**src/rtl/id_ex_stage.sv**
```systemverilog
// ID/EX pipeline register with EX/MEM and MEM/WB operand forwarding and load-use stall detection.
// Feeds the ALU operands and control directly from the forwarded, latched fields.
module id_ex_stage #(
  parameter int unsigned DATA_W     = 16,
  parameter int unsigned REG_ADDR_W = 3
) (
  input  logic                  clk,
  input  logic                  rst,
  input  logic                  id_valid,
  input  logic [REG_ADDR_W-1:0] id_rs,
  input  logic [REG_ADDR_W-1:0] id_rt,
  input  logic [REG_ADDR_W-1:0] id_rd,
  input  logic                  id_uses_rs,
  input  logic                  id_uses_rt,
  input  logic [DATA_W-1:0]     id_rs_data,
  input  logic [DATA_W-1:0]     id_rt_data,
  input  logic [DATA_W-1:0]     id_imm,
  input  logic                  id_alu_src,
  input  logic [3:0]            id_alu_control,
  input  logic                  id_reg_write,
  input  logic                  id_mem_read,
  input  logic                  id_mem_write,
  input  logic                  id_branch,
  input  logic                  freeze,
  input  logic                  flush,
  input  logic                  ex_mem_reg_write,
  input  logic [REG_ADDR_W-1:0] ex_mem_rd,
  input  logic [DATA_W-1:0]     ex_mem_alu_out,
  input  logic                  mem_wb_reg_write,
  input  logic [REG_ADDR_W-1:0] mem_wb_rd,
  input  logic [DATA_W-1:0]     mem_wb_wdata,
  output logic [DATA_W-1:0]     alu_a,
  output logic [DATA_W-1:0]     alu_b,
  output logic [3:0]            alu_control,
  output logic                  ex_valid,
  output logic                  ex_reg_write,
  output logic                  ex_mem_read,
  output logic                  ex_mem_write,
  output logic                  ex_branch,
  output logic [REG_ADDR_W-1:0] ex_rd,
  output logic [DATA_W-1:0]     ex_store_data,
  output logic                  stall_id
);

  logic                  r_valid, r_reg_write, r_mem_read, r_mem_write, r_branch, r_alu_src;
  logic [3:0]            r_alu_control;
  logic [REG_ADDR_W-1:0] r_rs, r_rt, r_rd;
  logic [DATA_W-1:0]     r_rs_data, r_rt_data, r_imm;

  logic                  w_stall;
  logic                  w_bubble;
  logic [DATA_W-1:0]     w_fwd_rs, w_fwd_rt;

  // Load-use: the load's data is not available until it reaches MEM/WB.
  always_comb begin
    w_stall = ~flush & r_valid & r_mem_read & id_valid & (r_rd != '0) &
              ((id_uses_rs & (r_rd == id_rs)) | (id_uses_rt & (r_rd == id_rt)));
  end

  // Freeze outranks a stall bubble, but not reset or flush.
  assign w_bubble = rst | flush | (~freeze & w_stall);

  always_ff @(posedge clk) begin
    if (w_bubble) begin
      r_valid       <= 1'b0;
      r_reg_write   <= 1'b0;
      r_mem_read    <= 1'b0;
      r_mem_write   <= 1'b0;
      r_branch      <= 1'b0;
      r_alu_src     <= 1'b0;
      r_alu_control <= '0;
      r_rs          <= '0;
      r_rt          <= '0;
      r_rd          <= '0;
      r_rs_data     <= '0;
      r_rt_data     <= '0;
      r_imm         <= '0;
    end else if (!freeze) begin
      r_valid       <= id_valid;
      r_reg_write   <= id_valid & id_reg_write;
      r_mem_read    <= id_valid & id_mem_read;
      r_mem_write   <= id_valid & id_mem_write;
      r_branch      <= id_valid & id_branch;
      r_alu_src     <= id_valid & id_alu_src;
      r_alu_control <= id_valid ? id_alu_control : 4'b0000;
      r_rs          <= id_rs;
      r_rt          <= id_rt;
      r_rd          <= id_rd;
      r_rs_data     <= id_rs_data;
      r_rt_data     <= id_rt_data;
      r_imm         <= id_imm;
    end
  end

  // Youngest producer wins; register 0 always reads as zero.
  always_comb begin
    w_fwd_rs = r_rs_data;
    if (r_rs == '0)                                   w_fwd_rs = '0;
    else if (ex_mem_reg_write && (ex_mem_rd == r_rs)) w_fwd_rs = ex_mem_alu_out;
    else if (mem_wb_reg_write && (mem_wb_rd == r_rs)) w_fwd_rs = mem_wb_wdata;
  end

  always_comb begin
    w_fwd_rt = r_rt_data;
    if (r_rt == '0)                                   w_fwd_rt = '0;
    else if (ex_mem_reg_write && (ex_mem_rd == r_rt)) w_fwd_rt = ex_mem_alu_out;
    else if (mem_wb_reg_write && (mem_wb_rd == r_rt)) w_fwd_rt = mem_wb_wdata;
  end

  assign alu_a         = w_fwd_rs;
  assign alu_b         = r_alu_src ? r_imm : w_fwd_rt;
  assign ex_store_data = w_fwd_rt;
  assign alu_control   = r_alu_control;
  assign ex_valid      = r_valid;
  assign ex_reg_write  = r_reg_write;
  assign ex_mem_read   = r_mem_read;
  assign ex_mem_write  = r_mem_write;
  assign ex_branch     = r_branch;
  assign ex_rd         = r_rd;
  assign stall_id      = w_stall;

endmodule

```
**config.mk**
```make
export PLATFORM = sky130hd
export DESIGN_NAME = id_ex_stage
export DESIGN_NICKNAME = d
export VERILOG_FILES = /design/src/rtl/id_ex_stage.sv
export SDC_FILE = /design/constraint.sdc
export NUM_CORES = 1
export LEC_CHECK = 0
export CORE_MARGIN = 2
export CORE_UTILIZATION = 35
export DETAILED_ROUTE_END_ITERATION = 10
export PLACE_DENSITY = 0.71
export SLEW_MARGIN = 20
export SYNTH_ARGS = -nofsm -noshare
export SYNTH_HDL_FRONTEND = slang
export SYNTH_SLANG_ARGS = --single-unit
export TNS_END_PERCENT = 100
```
**constraint.sdc**
```tcl
create_clock -name clk -period 2.4 [get_ports clk]
set_clock_uncertainty 0.2 [all_clocks]
set_input_delay 0.36 -clock clk [delete_from_list [all_inputs] [get_ports clk]]
set_output_delay 0.36 -clock clk [all_outputs]
set_load 0.02 [all_outputs]
```
=== After elaboration in Yosys (flattened, before gate mapping) ===
Index checks and enable logic that the tools add are counted.

* $add $sub $neg: 0
* Shifts and indexed selects: 0
* Muxes and demuxes: 8
* Divide/modulo/power cells: 0
* Magnitude comparators: 0
* Eq/ne operators: 6
* Bitwise logic cells: 18
* $mul: 0
* Reduce and logical (&&, ||, !) cells: 7

{| class="wikitable"
|+ Operators with widths
! kind !! number
|-
| 16-bit 2-to-1 mux || 7
|-
| 3-bit == test || 6
|-
| 1-bit AND || 13
|-
| 3-bit zero test || 2
|-
| 1-bit logical AND || 4
|-
| 4-bit 2-to-1 mux || 1
|-
| 1-bit bitwise OR || 3
|-
| 3-bit nonzero test || 1
|-
| 1-bit inverter || 2
|}

* Memory bits (writable): 0
* Memories kept: 0
* Logic and storage cells: 52
* Output and inout bits: 61
* Register bits: 67
* Bits in read-only memories: 0
* Bits of input ports: 113
* Latch bits: 0

=== Depth between registers and ports, before layout ===
Gate-level depths: netlist (run 1).

* Depth in word-level cells: 8
* Gate-level depth with buffers: 6
* Depth with buffers taken out: 4

=== Worst setup path before layout (run 1) ===
No wires, ideal clock.

* Path type: input to output
* Start: in mem_wb_reg_write
* End: out alu_a[10]
* Buffers on the path: 2
* Data arrival time: 1.949 ns
* Required time: 1.840 ns
* Stages: 5
* Path slack: -0.109 ns
* Cells stage by stage: clkbuf_1 nand4_1 buf_4 mux2i_1 a211oi_1

* Word-level cells in the longest chain between the ends: 4

{| class="wikitable"
|+ RTL lines
! element !! RTL line !! RTL
|-
| start: declaration || 29 || <nowiki>input logic mem_wb_reg_write,</nowiki>
|-
| 1-bit logical AND || 100 || <nowiki>else if (mem_wb_reg_write && (mem_wb_rd == r_rs)) w_fwd_rs = mem_wb_wdata;</nowiki>
|-
| 16-bit 2-to-1 mux || 100 ||
|-
| 16-bit 2-to-1 mux || 99 || <nowiki>else if (ex_mem_reg_write && (ex_mem_rd == r_rs)) w_fwd_rs = ex_mem_alu_out;</nowiki>
|-
| 16-bit 2-to-1 mux || 98 || <nowiki>if (r_rs == '0) w_fwd_rs = '0;</nowiki>
|-
| end: declaration || 32 || <nowiki>output logic [DATA_W-1:0] alu_a,</nowiki>
|}

Every way passes these cells.

=== Final worst setup path (run 1) ===
* Start: reg r_rt[2]
* End: out alu_b[9]

* Word-level cells in the longest chain between the ends: 6
* Elaborated cells between the ends (all ways): 9
* Classes of those cells: eq/ne (2); mux (4); reduce/logical (3)

{| class="wikitable"
|+ RTL lines
! element !! RTL line !! RTL
|-
| start: declaration || 47 || <nowiki>logic [REG_ADDR_W-1:0] r_rs, r_rt, r_rd;</nowiki>
|-
| start signal: assignment || 87 || <nowiki>r_rt <= id_rt;</nowiki>
|-
| 3-bit == test || 107 || <nowiki>else if (mem_wb_reg_write && (mem_wb_rd == r_rt)) w_fwd_rt = mem_wb_wdata;</nowiki>
|-
| 1-bit logical AND || 107 ||
|-
| 16-bit 2-to-1 mux || 107 ||
|-
| 16-bit 2-to-1 mux || 106 || <nowiki>else if (ex_mem_reg_write && (ex_mem_rd == r_rt)) w_fwd_rt = ex_mem_alu_out;</nowiki>
|-
| 16-bit 2-to-1 mux * || 105 || <nowiki>if (r_rt == '0) w_fwd_rt = '0;</nowiki>
|-
| 16-bit 2-to-1 mux * || 111 || <nowiki>assign alu_b = r_alu_src ? r_imm : w_fwd_rt;</nowiki>
|-
| end: declaration || 33 || <nowiki>output logic [DATA_W-1:0] alu_b,</nowiki>
|}

Every way passes the cells marked *; elsewhere a longest branch is shown, timed or not.

==> summary.txt, run 1 <==
Storage cell area -> 1350 sq um
Clk pin slew, worst setup/hold paths -> 0.08 ns
Syn_nets -> 491
Routed wire length -> 14700 microns
Count of unique library cells instantiated by Yosys -> 28
Width of the die -> 104 microns
Share of the yosys chip area belonging to registers -> 38.6%
Synthesized-area fraction occupied by and/or/nand/nor cells -> 13.9%
Initial Utilization -> 35.8%
Cts bufs inserted -> 9
Actual transition at the worst max-transition pin -> 0.719 ns
Fraction of synthesized cell area in xor and xnor cells -> 4.53%
Worst-case vdd ir drop -> 0.000342 V
Startpoint type of the worst setup path -> flop
Port bufs -> 173
Critical path, cell by cell -> xor2_2 -> or4b_4 -> buf_16 -> a211oi_4 -> o31ai_2 -> buf_2
Max-cap violation count -> 0
Core box area -> 9730 sq um
Overall die area -> 10800 sq um
Fill cell count -> 780
H-Tree Level Count -> 3
Aggregate global-route resource usage -> 26.2%
Largest net degree at the start of global routing -> 68
First-iteration detailed-routing DRC count -> 185
Final weighted congestion in routability-driven placement -> 0.921
Gr ovfl total -> 0
Initial antenna violation count -> 2
Synthesis-to-finish area growth -> 89.4%
Die extent in y -> 104 microns
Area of all placed cells without fillers -> 6590 sq um
Number of nets at the end of the flow -> 705
Summed negative setup slack over all endpoints -> -10.04 ns
Min Tclk post-route -> 2.75 ns
Class of the worst hold path -> flop to flop
Synthesized area per cell -> 9.20 sq um
Total placed cells including tap cells -> 693
Final HPWL DP -> 9960 microns
Post-detailed-route wirelength per cell -> 20.2 microns
Period utilisation layout -> 115%
Number of buffers on the longest clock path -> 2
Multiplexer area fraction after synthesis -> 4.60%
Combined area of the multi-input logic cells -> 2440 sq um
Setup repair after global routing missed its margin -> yes
Adder and majority cell fraction of the synthesized area -> 0%
Endpoints failing hold -> 0
Number of antenna repair diodes -> 0
Number of warnings reported in the yosys synthesis log -> 0
Standard-cell rows -> 36
Endpoints failing setup -> 45
Clock net sink count -> 67
Peak per-stage delay on the critical path -> 0.61 ns
Type of the worst setup path -> flop to output port
Failing checks -> negative setup slack
Post-placement cell area -> 5830 sq um
Static Leakage -> 0.00258 uW
Final core utilization -> 67.7%
Library cell used as clock root buffer -> clkbuf_8
Number of antenna-violating nets in the routed design -> 0
DRC -> 0
Cell count after synthesis -> 378
Via count of the first global-routing pass -> 4152
Worst relative slew slack -> 52.1%
Peak clock frequency supported by timing -> 364 MHz
Combinational family with the most area after synthesis -> compound AO/OA/AOI/OAI gates
Via total after detailed routing -> 4116
Maximum fanout count along the critical path -> 8
CTS tree -> done
Synth Register Bits -> 67
Non-filler instance count after layout -> 730
Wire length of the first global-routing pass -> 22600 microns
Vias/cell -> 5.64
Pins Over Slew Limit -> 0
Buf/Inv on CP -> 2
Endpoint type of the worst setup path -> output port
Crit-path leading delay family -> simple AND/OR/NAND/NOR gates
Number of primary I/O pins -> 174
Leading cell types in the layout, fill and taps excluded -> clkdlybuf4s50_1 (117), buf_4 (80), dfxtp_1 (62)
Status -> finished, violations left
Most common cell after layout, fill and taps aside -> clkdlybuf4s50_1
Netlist area before placement -> 3480 sq um
Share of the synthesized area in compound gates (AO/OA/AOI/OAI) -> 33.3%
Layout cells sized above 1 -> 37.4%
Worst endpoint data arrival time -> 2.19 ns
Hold buffers post-CTS -> 0
Fin Hold WS -> 0.270 ns
Required time of the worst setup path -> 1.84 ns
Final setup margin -> -0.348 ns
Number of detailed-route iterations in the first pass -> 4
CP max stage cell -> or4b_4
Power density normalized to cell area -> 423 nW/um^2
Insertion delay to the later sink of the worst-skew pair -> 0.34 ns
==> synthesized netlist by cell type, drive strengths merged <==
| cell | count | share of area (%) |
|---|---|---|
| o31ai | 16 | 3.5 |
| and4 | 1 | 0.25 |
| or3 | 1 | 0.18 |
| xor2 | 3 | 0.76 |
| buf | 8 | 1.3 |
| clkbuf | 34 | 3.7 |
| a211o | 1 | 0.25 |
| a22o | 9 | 2.3 |
| nor3 | 3 | 0.43 |
| xnor2 | 15 | 3.8 |
| or4b | 1 | 0.29 |
| nor2 | 32 | 3.5 |
| a32o | 58 | 17 |
| nand2 | 32 | 3.5 |
| nor3b | 1 | 0.22 |
| and3 | 9 | 1.6 |
| dfxtp | 67 | 39 |
| nor4 | 16 | 2.9 |
| nand4b | 1 | 0.25 |
| nand4 | 5 | 0.90 |
| inv | 1 | 0.11 |
| mux2i | 16 | 4.6 |
| o21ai | 16 | 2.3 |
| a211oi | 32 | 8.3 |
==> per-stage QoR <==
stage | setup WS [ns] | power [uW]
2_1_floorplan | 0.0579 | 1450
3_3_place_gp | -0.864 | 1820
3_5_place_dp | -0.954 | 1830
4_1_cts | -0.328 | 2760
5_1_grt | -0.390 | 2890
6_report | -0.348 | 2790
==> report_power, final <==
group,switching [uW],leakage [uW],internal (uW)
Sequential,28.7,0.000548,1150
Clock,475,0.0000783,379
Combinational,336,0.00195,423
==> cell type report <==
class                      instances  share of cell area [%]
sequential                        67                    20.5
inverter                           1                  0.0570
multi-input combinational        268                    37.1
clock buffer                       9                    1.88
clock inverter                     7                   0.798
tap                              133                    2.53
timing repair buffer             245                    37.1
==> path summary, 6_finish.rpt <==
kind	end	slack [ns]	from	depth (start not counted)
worst max-delay path	alu_b[9]	-0.35	r_rt[2]$_SDFFE_PP0N_	6
worst min-delay path	r_rs_data[15]$_SDFFE_PP0N_	0.27	r_rs_data[15]$_SDFFE_PP0N_	1
worst max register to register	r_rt_data[4]$_SDFFE_PP0N_	0.28	ex_rd[0]$_SDFFE_PP0N_	5
worst min register to register	r_rs_data[15]$_SDFFE_PP0N_	0.27	r_rs_data[15]$_SDFFE_PP0N_	1
==> kinds of logic after synthesis <==
family,Yosys count
AOI/OAI and AO/OA,132
xor gates and xnor gates,18
buffers and inverters,43
DFF,67
muxes,16
and+or+nand+nor,102
==> state kept, by name, indices dropped and copies added (netlist names) <==
signal,cells
ex_reg_write,1
alu_control,4
r_rs,3
r_rt,3
r_imm,16
r_rs_data,16
ex_mem_read,1
ex_rd,3
ex_branch,1
ex_mem_write,1
r_rt_data,16
r_alu_src,1
ex_valid,1
==> layer usage <==
| layer | track usage, % | up-vias | part of all wire, % |
|---|---|---|---|
| li1 | - | 1914 | - |
| met1 | 33.5 | 2007 | 43 |
| met2 | 44.1 | 161 | 49 |
| met3 | 4.53 | 32 | 5.5 |
| met4 | 10.5 | 2 | 2.9 |
| met5 | 0 | - | 0.11 |
==> what timing repair did <==
action / in CTS / in global routing
hold endpoints to repair: 0 / 0
pin swaps: 50 / 25
setup buffers: 9 / 8
resized for setup: 326 / 36
cloned: 5 / 1
endpoints found under the setup margin: 49 / 49
Power figures use the tool's default switching activity.
==> inputs of run 2 (changes only) <==
- CTS_BUF_LIST: not set -> sky130_fd_sc_hd__clkbuf_4
==> run 2 against run 1 <==
Net effect:
- the flow still finishes with violations (negative setup slack)
- die area is the same
- cell area shrank 1.7%
- clock-buffer cell count is the same
- register-to-register slack gained 0.06 ns
- fmax shrank 2.6%
- worst hold slack gained 0.012 ns
- worst setup slack lost 0.073 ns
- sequential share of layout area grew 0.36 points
- non-clock buffer count grew 8
- global-route usage shrank 0.25 points
- core utilization shrank 1.2 points
- via count shrank 0.87%
- largest cell class is now buffers
- largest power group unchanged
- highest routed layer unchanged
==> summary.txt, run 2 (synthesized netlist as in run 1, its figures left out) <==
Library cell used as clock root buffer -> clkbuf_4
DRC -> 0
Most common cell after layout, fill and taps aside -> clkdlybuf4s50_1
Final setup margin -> -0.421 ns
Core box area -> 9730 sq um
Peak clock frequency supported by timing -> 355 MHz
Number of detailed-route iterations in the first pass -> 4
Initial antenna violation count -> 2
Worst relative slew slack -> 51.0%
Vias/cell -> 5.53
Post-placement cell area -> 5830 sq um
Power density normalized to cell area -> 401 nW/um^2
Number of primary I/O pins -> 174
Number of antenna-violating nets in the routed design -> 0
Die extent in y -> 104 microns
Class of the worst hold path -> flop to flop
Endpoint type of the worst setup path -> output port
Clk pin slew, worst setup/hold paths -> 0.12 ns
Actual transition at the worst max-transition pin -> 0.735 ns
Period utilisation layout -> 118%
Maximum fanout count along the critical path -> 8
H-Tree Level Count -> 3
Insertion delay to the later sink of the worst-skew pair -> 0.42 ns
Number of nets at the end of the flow -> 713
Worst-case vdd ir drop -> 0.000212 V
Number of buffers on the longest clock path -> 2
Wire length of the first global-routing pass -> 22400 microns
Summed negative setup slack over all endpoints -> -15.16 ns
First-iteration detailed-routing DRC count -> 180
Layout cells sized above 1 -> 36.4%
Static Leakage -> 0.00258 uW
Routed wire length -> 14400 microns
Setup repair after global routing missed its margin -> yes
Width of the die -> 104 microns
Type of the worst setup path -> flop to output port
Fin Hold WS -> 0.282 ns
Standard-cell rows -> 36
Port bufs -> 173
Min Tclk post-route -> 2.82 ns
Aggregate global-route resource usage -> 26.0%
Overall Power -> 2600 uW
CTS tree -> done
Hold buffers post-CTS -> 0
Via total after detailed routing -> 4080
Clock net sink count -> 67
Endpoints failing setup -> 48
Leading cell types in the layout, fill and taps excluded -> clkdlybuf4s50_1 (117), buf_4 (88), dfxtp_1 (60)
Cts bufs inserted -> 9
Largest net degree at the start of global routing -> 68
Required time of the worst setup path -> 1.84 ns
Via count of the first global-routing pass -> 4133
Max-cap violation count -> 0
Post-detailed-route wirelength per cell -> 19.5 microns
Initial Utilization -> 35.8%
Gr ovfl total -> 0
Overall die area -> 10800 sq um
Final HPWL DP -> 9960 microns
Failing checks -> negative setup slack
Registers with the most flip-flops -> r_imm x16, r_rs_data x16, r_rt_data x16
Final weighted congestion in routability-driven placement -> 0.921
Area of all placed cells without fillers -> 6470 sq um
Endpoints failing hold -> 0
Status -> finished, violations left
CP max stage cell -> or4b_4
Synthesis-to-finish area growth -> 86.2%
Peak per-stage delay on the critical path -> 0.61 ns
Number of antenna repair diodes -> 0
Worst endpoint data arrival time -> 2.26 ns
Pins Over Slew Limit -> 0
Startpoint type of the worst setup path -> flop
Critical path, cell by cell -> xor2_1 -> or4b_4 -> buf_16 -> a211oi_4 -> o31ai_2 -> buf_2
[run 2: cell count changes in the layout (fill, tap and decap cells not counted), moves of 5 or more]
cell	previous run	this run
buf_4	80	88
nor4_1	6	11
nor4_2	10	5
clkbuf_4	0	9
clkbuf_8	9	0
[run 2: power breakdown]
group / switching, uW / leakage, uW / internal [uW]
Clock: 459 / 0.0000550 / 217
Combinational: 325 / 0.00198 / 419
Sequential: 27.6 / 0.000549 / 1150
Total: 812 / 0.00258 / 1780
[run 2: area by class of cell]
class	count	area [sq um]
clock buffers	9	67.6
clock inverters	7	52.6
fillers	819	3250
inverters	1	3.75
multi-input cells	268	2360
flip-flops and latches	67	1350
well taps	133	166
repair buffers	253	2480
[run 2: through the flow]
step / util, % / instances / setup slack [ns]
2_1_floorplan: - / 378 / 0.0579
3_3_place_gp: 59.9 / 693 / -0.864
3_5_place_dp: 59.9 / 693 / -0.954
4_1_cts: 64.6 / 724 / -0.423
5_1_grt: 66.6 / 738 / -0.551
6_report: 66.6 / 738 / -0.421
[run 2: worst paths after layout]
kind / start / endpoint / slack, ns / cells past startpoint
worst min-delay path: r_rs_data[15]$_SDFFE_PP0N_ / r_rs_data[15]$_SDFFE_PP0N_ / 0.28 / 1
worst max register to register: ex_rd[2]$_SDFFE_PP0N_ / r_rt_data[6]$_SDFFE_PP0N_ / 0.34 / 5
worst max-delay path: r_rt[2]$_SDFFE_PP0N_ / alu_b[9] / -0.42 / 6
worst min register to register: r_rs_data[15]$_SDFFE_PP0N_ / r_rs_data[15]$_SDFFE_PP0N_ / 0.28 / 1
[run 2: critical path: cells and delay by family (launching register included)]
kind	cells	cell delay, ns
and+or+nand+nor	1	0.61
buffers and inverters	2	0.36
AOI/OAI and AO/OA	2	0.36
DFF	1	0.35
xor gates and xnor gates	1	0.17
[run 2: routing by layer]
| layer | part of all wire (%) | global-route usage (%) | vias to the layer above |
|---|---|---|---|
| li1 | - | - | 1929 |
| met1 | 44 | 33.3 | 1987 |
| met2 | 49 | 44.4 | 139 |
| met3 | 5.2 | 4.53 | 23 |
| met4 | 2.3 | 8.59 | 2 |
| met5 | 0.090 | 0 | - |
[run 2: repair_timing]
| item | 4_1_cts | 5_1_grt |
|---|---|---|
| resized for setup | 317 | 21 |
| buffers inserted | 11 | 14 |
| endpoints found under the setup margin | 49 | 49 |
| pin swaps | 45 | 10 |
| cloned | 4 | 1 |
==> patch: new RTL, flow settings as in run 1 <==
Set the parameter `DATA_W` to 14 (it was 16).
--- a/src/rtl/id_ex_stage.sv
+++ b/src/rtl/id_ex_stage.sv
@@ -3,3 +3,3 @@
 module id_ex_stage #(
-  parameter int unsigned DATA_W     = 16,
+  parameter int unsigned DATA_W     = 14,
   parameter int unsigned REG_ADDR_W = 3
Ports: changed (8 resized); port bits go from 174 to 158. The function was not compared with the original's and may differ.
==> patch against run 1 <==
- the flow still finishes with violations (negative setup slack)
- synthesized area is 9.1% lower
- routed wire length down 13%
- sequential power decreased by 9%
- maximum frequency down 1.6%
- total power decreased by 5.5%
- combinational power is 14% lower
- setup slack worse by 0.044 ns
- final cell count is 9.7% lower
- cell area down 12%
- clock power grew 7.1%
- sequential cell count decreased by 6
- largest cell class is now buffers
- largest power group unchanged
- highest routed layer is now met4
==> patch: results (changes against run 1) <==
[outcome]
status = finished, violations left  ; unchanged
violations = negative setup slack  ; unchanged

[critical_path]
reg2reg_slack_ns = 0.32  ; was 0.28 ns
arrival_ns = 2.23  ; was 2.19 ns
critPathMaxStageDelay_ns = 0.59  ; was 0.61 ns
worstPathMaxFanout = 6  ; was 8
r2r-start = ex_rd[2]$_SDFFE_PP0N_  ; was ex_rd[0]$_SDFFE_PP0N_

[sta]
worstMarginPinSlew_ns = 0.662  ; was 0.719 ns
setup_ws_ns = -0.392  ; was -0.348 ns
setup_violations = 41  ; was 45
hold-worst-slack_ns = 0.271  ; was 0.270 ns

[layout]
top_regs = r_imm (14), r_rs_data (14), r_rt_data (14)  ; was r_imm (16), r_rs_data (16), r_rt_data (16)
drive_above_1_share = 0.333  ; was 0.374
n_fill_cell = 694  ; was 780
final_nets = 648  ; was 705

[placement]
gp_congestion = 0.866  ; was 0.921
hpwl_microns = 8850  ; was 9960 microns

[route]
viasPerCell = 5.68  ; was 5.64
wl_per_cell_microns = 19.4  ; was 20.2 microns
drt_iter0_drc = 142  ; was 185

[power_and_ir_drop]
leakage_uw = 0.00234  ; was 0.00258 uW
vdd_drop_max_mv = 0.290  ; was 0.342 mV

[global_route]
grt_pass1_wl_microns = 19300  ; was 22,600 microns
grt_pass1_vias = 3711  ; was 4,152
track_usage = 0.246  ; was 0.262

[yosys]
ys_types = 27  ; was 28
syn_nets = 445  ; was 491
yosys-top-cells-area = dfxtp_1, a32o_1, mux2i_1  ; was dfxtp_1, a32o_1, a211oi_1
ys_seq_area_frac = 0.386  ; about the same

[min_path]
worstHoldStart = r_rs_data[11]$_SDFFE_PP0N_  ; was r_rs_data[15]$_SDFFE_PP0N_

## patch: cell types whose count changed after synthesis, moves of 4 or more
cell,delta
a211oi_1,-4
a32o_1,-6
dfxtp_1,-6
nand2_1,-4
nor2_1,-4
## patch: repair_timing
item | CTS | global route
gates cloned | 4 | 0
gates resized for setup | 275 | 37
setup buffers | 8 | 11
pin swaps | 50 | 19
endpoints found under the setup margin | 43 | 43
## patch: cell type report
class | count | area (sq um) | share of cell area
inverter | 1 | 3.75 | 0.000648
timing repair buffer | 230 | 2130 | 0.368
antenna | 1 | 2.50 | 0.000432
sequential | 61 | 1230 | 0.213
clock inverter | 4 | 47.5 | 0.00821
multi-input combinational | 242 | 2090 | 0.361
tap | 108 | 135 | 0.0233
clock buffer | 12 | 145 | 0.0251
## patch: kinds of logic after synthesis
kind of cell	after synthesis	share of synthesized area
AO/OA/AOI/OAI	118	0.330
AND/OR/NAND/NOR	92	0.140
flip-flops	61	0.386
buffers and inverters	39	0.0499
XOR/XNOR	18	0.0499
multiplexers	14	0.0443
## patch: routing by layer
| metal | global-route usage | part of all wire |
|---|---|---|
| met4 | 0.123 | 0.045 |
| met2 | 0.415 | 0.49 |
| met3 | 0.0383 | 0.054 |
| met5 | 0 | 0 |
| met1 | 0.305 | 0.41 |
## patch: worst register-to-register path, stage by stage, from the launching register on
cell and delay (ns):
dfxtp_1 0.44, xnor2_1 0.14, nand4_1 0.10, a211o_2 0.37
buf_4 0.34, a32o_1 0.38
## patch: per-stage QoR
| stage | cells | power, uW | TNS (ns) | utilization | setup slack (ns) |
|---|---|---|---|---|---|
| floorplan | 342 | 1300 | 0 | - | 0.0318 |
| global placement | 619 | 1630 | -35.37 | 0.592 | -0.867 |
| detailed placement | 619 | 1640 | -37.64 | 0.592 | -0.893 |
| CTS | 647 | 2590 | -8.69 | 0.636 | -0.371 |
| global route | 659 | 2730 | -12.33 | 0.664 | -0.447 |
| finish | 659 | 2630 | -9.94 | 0.664 | -0.392 |
## patch: worst max path at each step
| stage | from | endpoint | slack, ns | depth (start not counted) |
|---|---|---|---|---|
| floorplan | mem_wb_reg_write | alu_a[10] | 0.03 | 5 |
| global placement | mem_wb_rd[1] | alu_b[2] | -0.87 | 8 |
| detailed placement | mem_wb_rd[2] | alu_b[3] | -0.89 | 8 |
| CTS | r_rt[2]$_SDFFE_PP0N_ | alu_b[3] | -0.37 | 7 |
| global route | r_rt[2]$_SDFFE_PP0N_ | alu_b[3] | -0.45 | 7 |
| finish | r_rt[2]$_SDFFE_PP0N_ | alu_b[4] | -0.39 | 7 |
## patch: power by group
group	switching, uW	total, uW	internal, uW
registers	25.9	1070	1040
logic	279	650	371
clock network	410	916	506
total	715	2630	1920
